--- config.mk ---
export PLATFORM = sky130hd
export DESIGN_NAME = lieat_idu_scoreboard
export DESIGN_NICKNAME = d
export VERILOG_FILES = /design/src/rtl/lieat_idu_scoreboard.sv
export SDC_FILE = /design/constraint.sdc
export NUM_CORES = 1
export LEC_CHECK = 0
export CAP_MARGIN = 25
export CELL_PAD_IN_SITES_DETAIL_PLACEMENT = 1
export CELL_PAD_IN_SITES_GLOBAL_PLACEMENT = 2
export CORE_ASPECT_RATIO = 1.5
export CORE_MARGIN = 4
export CORE_UTILIZATION = 35
export CTS_CLUSTER_DIAMETER = 50
export CTS_CLUSTER_SIZE = 30
export DETAILED_ROUTE_END_ITERATION = 8
export GPL_ROUTABILITY_DRIVEN = 0
export GPL_TIMING_DRIVEN = 0
export PLACE_DENSITY_LB_ADDON = 0.1
export SKIP_LAST_GASP = 1
export SLEW_MARGIN = 0
export SYNTH_ARGS = -nofsm -noshare
export SYNTH_HDL_FRONTEND = slang
export SYNTH_SLANG_ARGS = --single-unit
export TNS_END_PERCENT = 1
--- constraint.sdc ---
create_clock -name clock -period 4.05 [get_ports clock]
set_clock_uncertainty 0.1 [all_clocks]
set_input_delay 0.81 -clock clock [delete_from_list [all_inputs] [get_ports clock]]
set_output_delay 0.81 -clock clock [all_outputs]
set_load 0.02 [all_outputs]
--- src/rtl/lieat_idu_scoreboard.sv ---
// Outstanding-instruction scoreboard: per-class circular queues (common, LSU, MUL/DIV) with hazard lookup.
// Optional macro LIEAT_SB_WBCK_BYPASS_EN hides the entry retiring this cycle from disp_dep/ifu_dep.
`ifndef REG_IDX
`define REG_IDX 5
`endif

module lieat_sb_class #(
    parameter int DEPTH = 1,
    parameter int RW    = 5,
    localparam int CW   = $clog2(DEPTH) + 1,
    localparam int PW   = (DEPTH > 1) ? $clog2(DEPTH) : 1
) (
    input  logic          clock,
    input  logic          reset,
    input  logic          disp,
    input  logic          ret,
    input  logic          flush,
    input  logic          rs1en,
    input  logic          rs2en,
    input  logic          rdwen,
    input  logic [RW-1:0] rs1,
    input  logic [RW-1:0] rs2,
    input  logic [RW-1:0] rd,
    input  logic [RW-1:0] wb_rd,
    input  logic [RW-1:0] jalr_rs1,
    output logic [CW-1:0] cnt,
    output logic          full,
    output logic          disp_hit,
    output logic          wbck_hit,
    output logic          ifu_hit
);
`ifdef LIEAT_SB_WBCK_BYPASS_EN
    localparam bit BYP = 1'b1;
`else
    localparam bit BYP = 1'b0;
`endif
    // Depth 1 never advances its pointers, so the single entry stays at index 0.
    localparam logic [PW-1:0] STEP = PW'(DEPTH > 1);

    logic [DEPTH-1:0] vld, wen;
    logic [RW-1:0]    rd_q [DEPTH];
    logic [PW-1:0]    wptr, rptr;
    logic             do_disp, do_ret;

    assign full    = (cnt == CW'(DEPTH));
    assign do_disp = disp & ~full & ~flush;
    assign do_ret  = ret & (cnt != '0) & ~flush;

    always_ff @(posedge clock or negedge reset) begin
        if (!reset) begin
            vld  <= '0;
            wen  <= '0;
            wptr <= '0;
            rptr <= '0;
            cnt  <= '0;
        end else if (flush) begin
            vld  <= '0;
            rptr <= wptr;
            cnt  <= '0;
        end else begin
            if (do_ret) begin
                vld[rptr] <= 1'b0;
                rptr      <= rptr + STEP;
            end
            if (do_disp) begin
                vld[wptr] <= 1'b1;
                wen[wptr] <= rdwen;
                wptr      <= wptr + STEP;
            end
            cnt <= cnt + CW'(do_disp) - CW'(do_ret);
        end
    end

    // Register indices are only meaningful under vld, so they need no reset.
    always_ff @(posedge clock) begin
        if (do_disp) rd_q[wptr] <= rd;
    end

    always_comb begin
        disp_hit = 1'b0;
        wbck_hit = 1'b0;
        ifu_hit  = 1'b0;
        for (int i = 0; i < DEPTH; i++) begin
            if (vld[i] && wen[i]) begin
                if (rd_q[i] == wb_rd) wbck_hit = 1'b1;
                if (!(BYP && do_ret && rptr == PW'(i))) begin
                    if (rd_q[i] == jalr_rs1) ifu_hit = 1'b1;
                    if ((rs1en && rd_q[i] == rs1) || (rs2en && rd_q[i] == rs2) ||
                        (rdwen && rd_q[i] == rd))
                        disp_hit = 1'b1;
                end
            end
        end
    end
endmodule

module lieat_idu_scoreboard #(
    parameter int COM_DEPTH = 2,
    parameter int LSU_DEPTH = 1,
    parameter int MD_DEPTH  = 1,
    localparam int RW  = `REG_IDX,
    localparam int CCW = $clog2(COM_DEPTH) + 1,
    localparam int LCW = $clog2(LSU_DEPTH) + 1,
    localparam int MCW = $clog2(MD_DEPTH) + 1
) (
    input  logic           clock,
    input  logic           reset,
    input  logic           disp_ena,
    input  logic [2:0]     disp_op,
    input  logic           disp_rs1en,
    input  logic           disp_rs2en,
    input  logic           disp_rdwen,
    input  logic [RW-1:0]  disp_rs1,
    input  logic [RW-1:0]  disp_rs2,
    input  logic [RW-1:0]  disp_rd,
    input  logic           wbck_ena,
    input  logic [2:0]     wbck_op,
    input  logic [2:0]     flush,
    input  logic [RW-1:0]  ifu_jalr_rs1,
    input  logic [RW-1:0]  wbu_dep_rd,
    output logic           disp_dep,
    output logic           wbck_dep,
    output logic           ifu_dep,
    output logic           oitf_full,
    output logic           longi_empty,
    output logic           all_empty,
    output logic [CCW-1:0] com_cnt,
    output logic [LCW-1:0] lsu_cnt,
    output logic [MCW-1:0] md_cnt,
    output logic           err_ovf,
    output logic           err_unf
);
    logic [2:0] cls, cls_disp, cls_ret, full_v, empty_v, dhit, whit, ihit;
    logic       wb_onehot, ovf_ev, unf_ev;

    // Bit order everywhere: [0] common, [1] LSU, [2] MUL/DIV.
    assign cls[1]    = (disp_op == 3'b010);
    assign cls[2]    = (disp_op == 3'b100);
    assign cls[0]    = ~cls[1] & ~cls[2];
    assign cls_disp  = {3{disp_ena}} & cls;
    assign wb_onehot = $onehot(wbck_op);
    assign cls_ret   = {3{wbck_ena & wb_onehot}} & wbck_op;
    assign empty_v   = {md_cnt == '0, lsu_cnt == '0, com_cnt == '0};

    assign ovf_ev = |(cls_disp & full_v);
    assign unf_ev = wbck_ena & (~wb_onehot | |(cls_ret & empty_v));

    always_ff @(posedge clock or negedge reset) begin
        if (!reset) begin
            err_ovf <= 1'b0;
            err_unf <= 1'b0;
        end else begin
            if (ovf_ev) err_ovf <= 1'b1;
            if (unf_ev) err_unf <= 1'b1;
        end
    end

    lieat_sb_class #(.DEPTH(COM_DEPTH), .RW(RW)) u_com (
        .clock(clock), .reset(reset), .disp(cls_disp[0]), .ret(cls_ret[0]), .flush(flush[0]),
        .rs1en(disp_rs1en), .rs2en(disp_rs2en), .rdwen(disp_rdwen),
        .rs1(disp_rs1), .rs2(disp_rs2), .rd(disp_rd), .wb_rd(wbu_dep_rd), .jalr_rs1(ifu_jalr_rs1),
        .cnt(com_cnt), .full(full_v[0]), .disp_hit(dhit[0]), .wbck_hit(whit[0]), .ifu_hit(ihit[0]));

    lieat_sb_class #(.DEPTH(LSU_DEPTH), .RW(RW)) u_lsu (
        .clock(clock), .reset(reset), .disp(cls_disp[1]), .ret(cls_ret[1]), .flush(flush[1]),
        .rs1en(disp_rs1en), .rs2en(disp_rs2en), .rdwen(disp_rdwen),
        .rs1(disp_rs1), .rs2(disp_rs2), .rd(disp_rd), .wb_rd(wbu_dep_rd), .jalr_rs1(ifu_jalr_rs1),
        .cnt(lsu_cnt), .full(full_v[1]), .disp_hit(dhit[1]), .wbck_hit(whit[1]), .ifu_hit(ihit[1]));

    lieat_sb_class #(.DEPTH(MD_DEPTH), .RW(RW)) u_md (
        .clock(clock), .reset(reset), .disp(cls_disp[2]), .ret(cls_ret[2]), .flush(flush[2]),
        .rs1en(disp_rs1en), .rs2en(disp_rs2en), .rdwen(disp_rdwen),
        .rs1(disp_rs1), .rs2(disp_rs2), .rd(disp_rd), .wb_rd(wbu_dep_rd), .jalr_rs1(ifu_jalr_rs1),
        .cnt(md_cnt), .full(full_v[2]), .disp_hit(dhit[2]), .wbck_hit(whit[2]), .ifu_hit(ihit[2]));

    assign disp_dep    = |dhit;
    assign wbck_dep    = |whit;
    assign ifu_dep     = |ihit;
    assign oitf_full   = |(cls & full_v);
    assign longi_empty = empty_v[1] & empty_v[2];
    assign all_empty   = &empty_v;
endmodule
==> results.txt <==
By area the synthesized netlist is led by xor2_1, edfxtp_1, dfrtp_1, xnor2_1, nor4_1. The final hold violation count was 0; the final cell count without fillers was 437. The async set-or-reset flop fraction in the synthesized netlist is 44.44%, and the initial antenna violation count is 0. Core area: 7661 sq um. The type of the worst setup path was in2out. The clock latency of the later-clocked register in the worst-skew pair was 280 ps.

The logs give 0 for the number of nets with antenna violations after routing and 2454 for the via count of the first global-routing pass. The first global-routing pass estimated 13210 microns of wire. VDD sags by at most 0.3521 mV. For the data required time of the worst path, the log shows 3140 ps.

The logs give 38.8% for the sequential fraction of design power and 36.09% for the initial core utilization. The die is 80.58 microns wide. Before antenna repair, the detailed router went through 4 iterations.

The worst-case headroom to the max-slew limit came out at 49.12%. Including well taps, the total number of placed cells is 429. The final number of max-transition violations came out at 0. After layout, the worst path uses 97.21% of the clock period. The mapped netlist covers 2765 sq um.

The quantity of hold-fixing buffers added after cts was 0; the total congestion overflow after global routing was 0. Internal power comes to 0.8627 mW. Ranked by instance count, the synthesized netlist is headed by xor2_1, xnor2_1, buf_2, nor4_1, edfxtp_1. Global-route usage over all layers: 18.99%.

In this run the worst hold path is classified as reg2reg. For the worst setup path, the data arrival time is 3030 ps. The clock sink count is 36, and the DRC marker count from the first detailed-route iteration is 69. Entering global routing, the biggest net connects 17 pins. The fraction of power spent switching nets is 27.60%, and the number of buffers added on ports is 50. The row count is 39.

The number of design rule violations left after detail routing is 0, and the actual transition at the worst max-transition pin is 760.8 ps. The routed design could run at a clock period as short as 3937 ps. The placed wire-length estimate after detailed placement was 6695 microns. The run finished with clean final reports. The floorplan die area came out at 9416 sq um. On the worst path, the slowest cell contributes a delay of 640 ps. Overall power consumption after layout is estimated at 1.191 mW. Setup violations remaining at the end of the flow were counted as 0. 53 I/O pins were placed. The worst setup path is captured at a primary output.

For this run, the post-layout net count is 378. The H-tree generated during clock tree synthesis spans 2 levels. The count of flip-flops with a built-in enable after synthesis is 20. Setup repair after global routing left no endpoint under its margin. The logs give 2245 for the routed via count and 36.4% for the share of total power in the clock network.

Clock tree synthesis selected as its root buffer the cell clkbuf_16. The leakage dissipation was 1.415 nW. The synthesized netlist contains 36 unique library cells. Post-synthesis to final-layout area growth: 29.05%. The maximum fanout along the worst path works out to 8. The die extent in y came out at 116.9 microns.

The slowest stage of the critical path is the clkdlybuf4s50_1 cell. In the final routed layout, each cell accounts on average for 19.28 microns. Across the run, the number of max-cap violations was 0. Summed over its instances, the top area cell type makes up 25.66% of the synthesized netlist area. The repair_antennas step left the layout with diodes totalling 0.

For this run, the top clock speed supported by timing is 0.2540 GHz. The number of buffers and inverters on the critical path was 2. The number of standard cells after synthesis was 277. STA classifies the critical path startpoint as a primary input. For this design the ratio of total power to cell area is 333.9 nW/um^2.

Summed over all layers, the routed wires come to 8425 microns. The fill cell instance count of the final layout was 902; the proportion of layout cells with a drive suffix above 1 was 12.24%. For the Yosys warning count, the log shows 0. The CTS buffer count was 5.

Cells fill 46.58% of the core in the end. Most common flop cell mapped by yosys: edfxtp_1. xor2_1 is the most common cell in the netlist. The maximum clock insertion buffer count was 2; the net count after synthesis was 321. The number of synthesized register bits was 36; the reported net switching power was 0.3288 mW.

The largest total area in the synthesized netlist belongs to xor2_1. The clock slew seen by the registers of the worst setup and hold paths works out to 60 ps. TritonCTS built the clock tree. Traced cell by cell, the critical path runs through clkdlybuf4s50_1 -> xor2_1 -> nor4_1 -> nand4_1 -> nand4_1 -> or3_1 -> clkdlybuf4s50_1.

The part of the total power dissipated in combinational logic was 24.8%. In this design, the largest share of critical-path delay is due to buffers and inverters. The number of vias per cell after detailed routing was 5.137; the share of the yosys chip area belonging to registers was 36.20%. The total negative slack for setup checks came out at 0 ps. The synthesized area divided by synthesized cell count works out to 9.982 sq um.
[per-stage QoR]
| stage | worst slack [ps] | cell area, sq um | hold slack, ps |
|---|---|---|---|
| global placement | 19.96 | 3393 | 345.6 |
| finish | 113.0 | 3568 | 360.2 |
| detailed placement | 18.66 | 3393 | 348.1 |
| CTS | 18.50 | 3561 | 365.1 |
| global route | 14.24 | 3568 | 380.6 |
| floorplan | 1163 | 2765 | 349.7 |
[power by group through the flow]
stage | registers (mW) | logic, mW | clock network, mW
after global routing | 0.471 | 0.321 | 0.455
after floorplan | 0.468 | 0.166 | 0
after CTS | 0.463 | 0.298 | 0.443
final | 0.463 | 0.295 | 0.433
after global placement | 0.469 | 0.291 | 0
after detailed placement | 0.470 | 0.296 | 0
[cells in the final DEF (no fill, tap or decap), types with 5 or more instances in the layout]
| cell | n |
|---|---|
| dfrtp_1 | 16 |
| clkdlybuf4s50_1 | 47 |
| nand2_1 | 6 |
| xor2_1 | 81 |
| inv_1 | 9 |
| clkbuf_16 | 5 |
| nor2_1 | 11 |
| xnor2_1 | 23 |
| nand3_1 | 8 |
| nor4_1 | 21 |
| nand4_1 | 17 |
| and2_1 | 5 |
| edfxtp_1 | 20 |
| buf_2 | 21 |
[registers in the layout (all words and copies together), names as in the netlist, 2 cells and up]
register    count
u_com.cnt       2
u_com.rd_q     10
u_com.vld       2
u_com.wen       2
u_lsu.rd_q      5
u_md.rd_q       5
[repair_timing]
action | in CTS | in global routing
endpoints found under the setup margin | 0 | 1
resized for setup | 0 | 3
buffers inserted | 0 | 0
[layout make-up]
type / instances / area [sq um] / area share (%)
timing repair buffer: 50 / 508.0 / 14.24
clock buffer: 5 / 125.1 / 3.506
inverter: 10 / 37.54 / 1.052
sequential: 36 / 1001 / 28.05
buffer: 23 / 112.6 / 3.156
clock inverter: 3 / 42.54 / 1.192
multi-input combinational: 208 / 1614 / 45.23
tap: 102 / 127.6 / 3.576
[path summary, 6_finish.rpt]
| kind | to | startpoint | slack, ps | depth (start not counted) |
|---|---|---|---|---|
| max | disp_dep | disp_rd[2] | 110 | 7 |
| max reg2reg | u_com.cnt[1] | u_com.cnt[1] | 1980 | 8 |
| min | err_ovf | err_ovf | 360 | 1 |
| max in group asynchronous | err_unf | reset | 2490 | 1 |
| min reg2reg | err_ovf | err_ovf | 360 | 1 |
| min in group asynchronous | u_com.wptr | reset | 880 | 1 |
[per-layer routing]
layer / GRT usage, % / wire (microns)
met1: 19.53 / 3143
met2: 36.56 / 4693
met3: 2.527 / 255
met4: 10.03 / 333
met5: 0 / 0
[cell families after synthesis]
kind of cell	count (synthesis)	share of synthesized area, %
muxes	4	1.764
AOI/OAI and AO/OA	15	3.982
xor gates and xnor gates	104	32.94
buffers and inverters	33	5.430
and+or+nand+nor	82	18.05
adders and majority gates	3	1.629
DFF	36	36.20
Power figures use the tool's default switching activity.
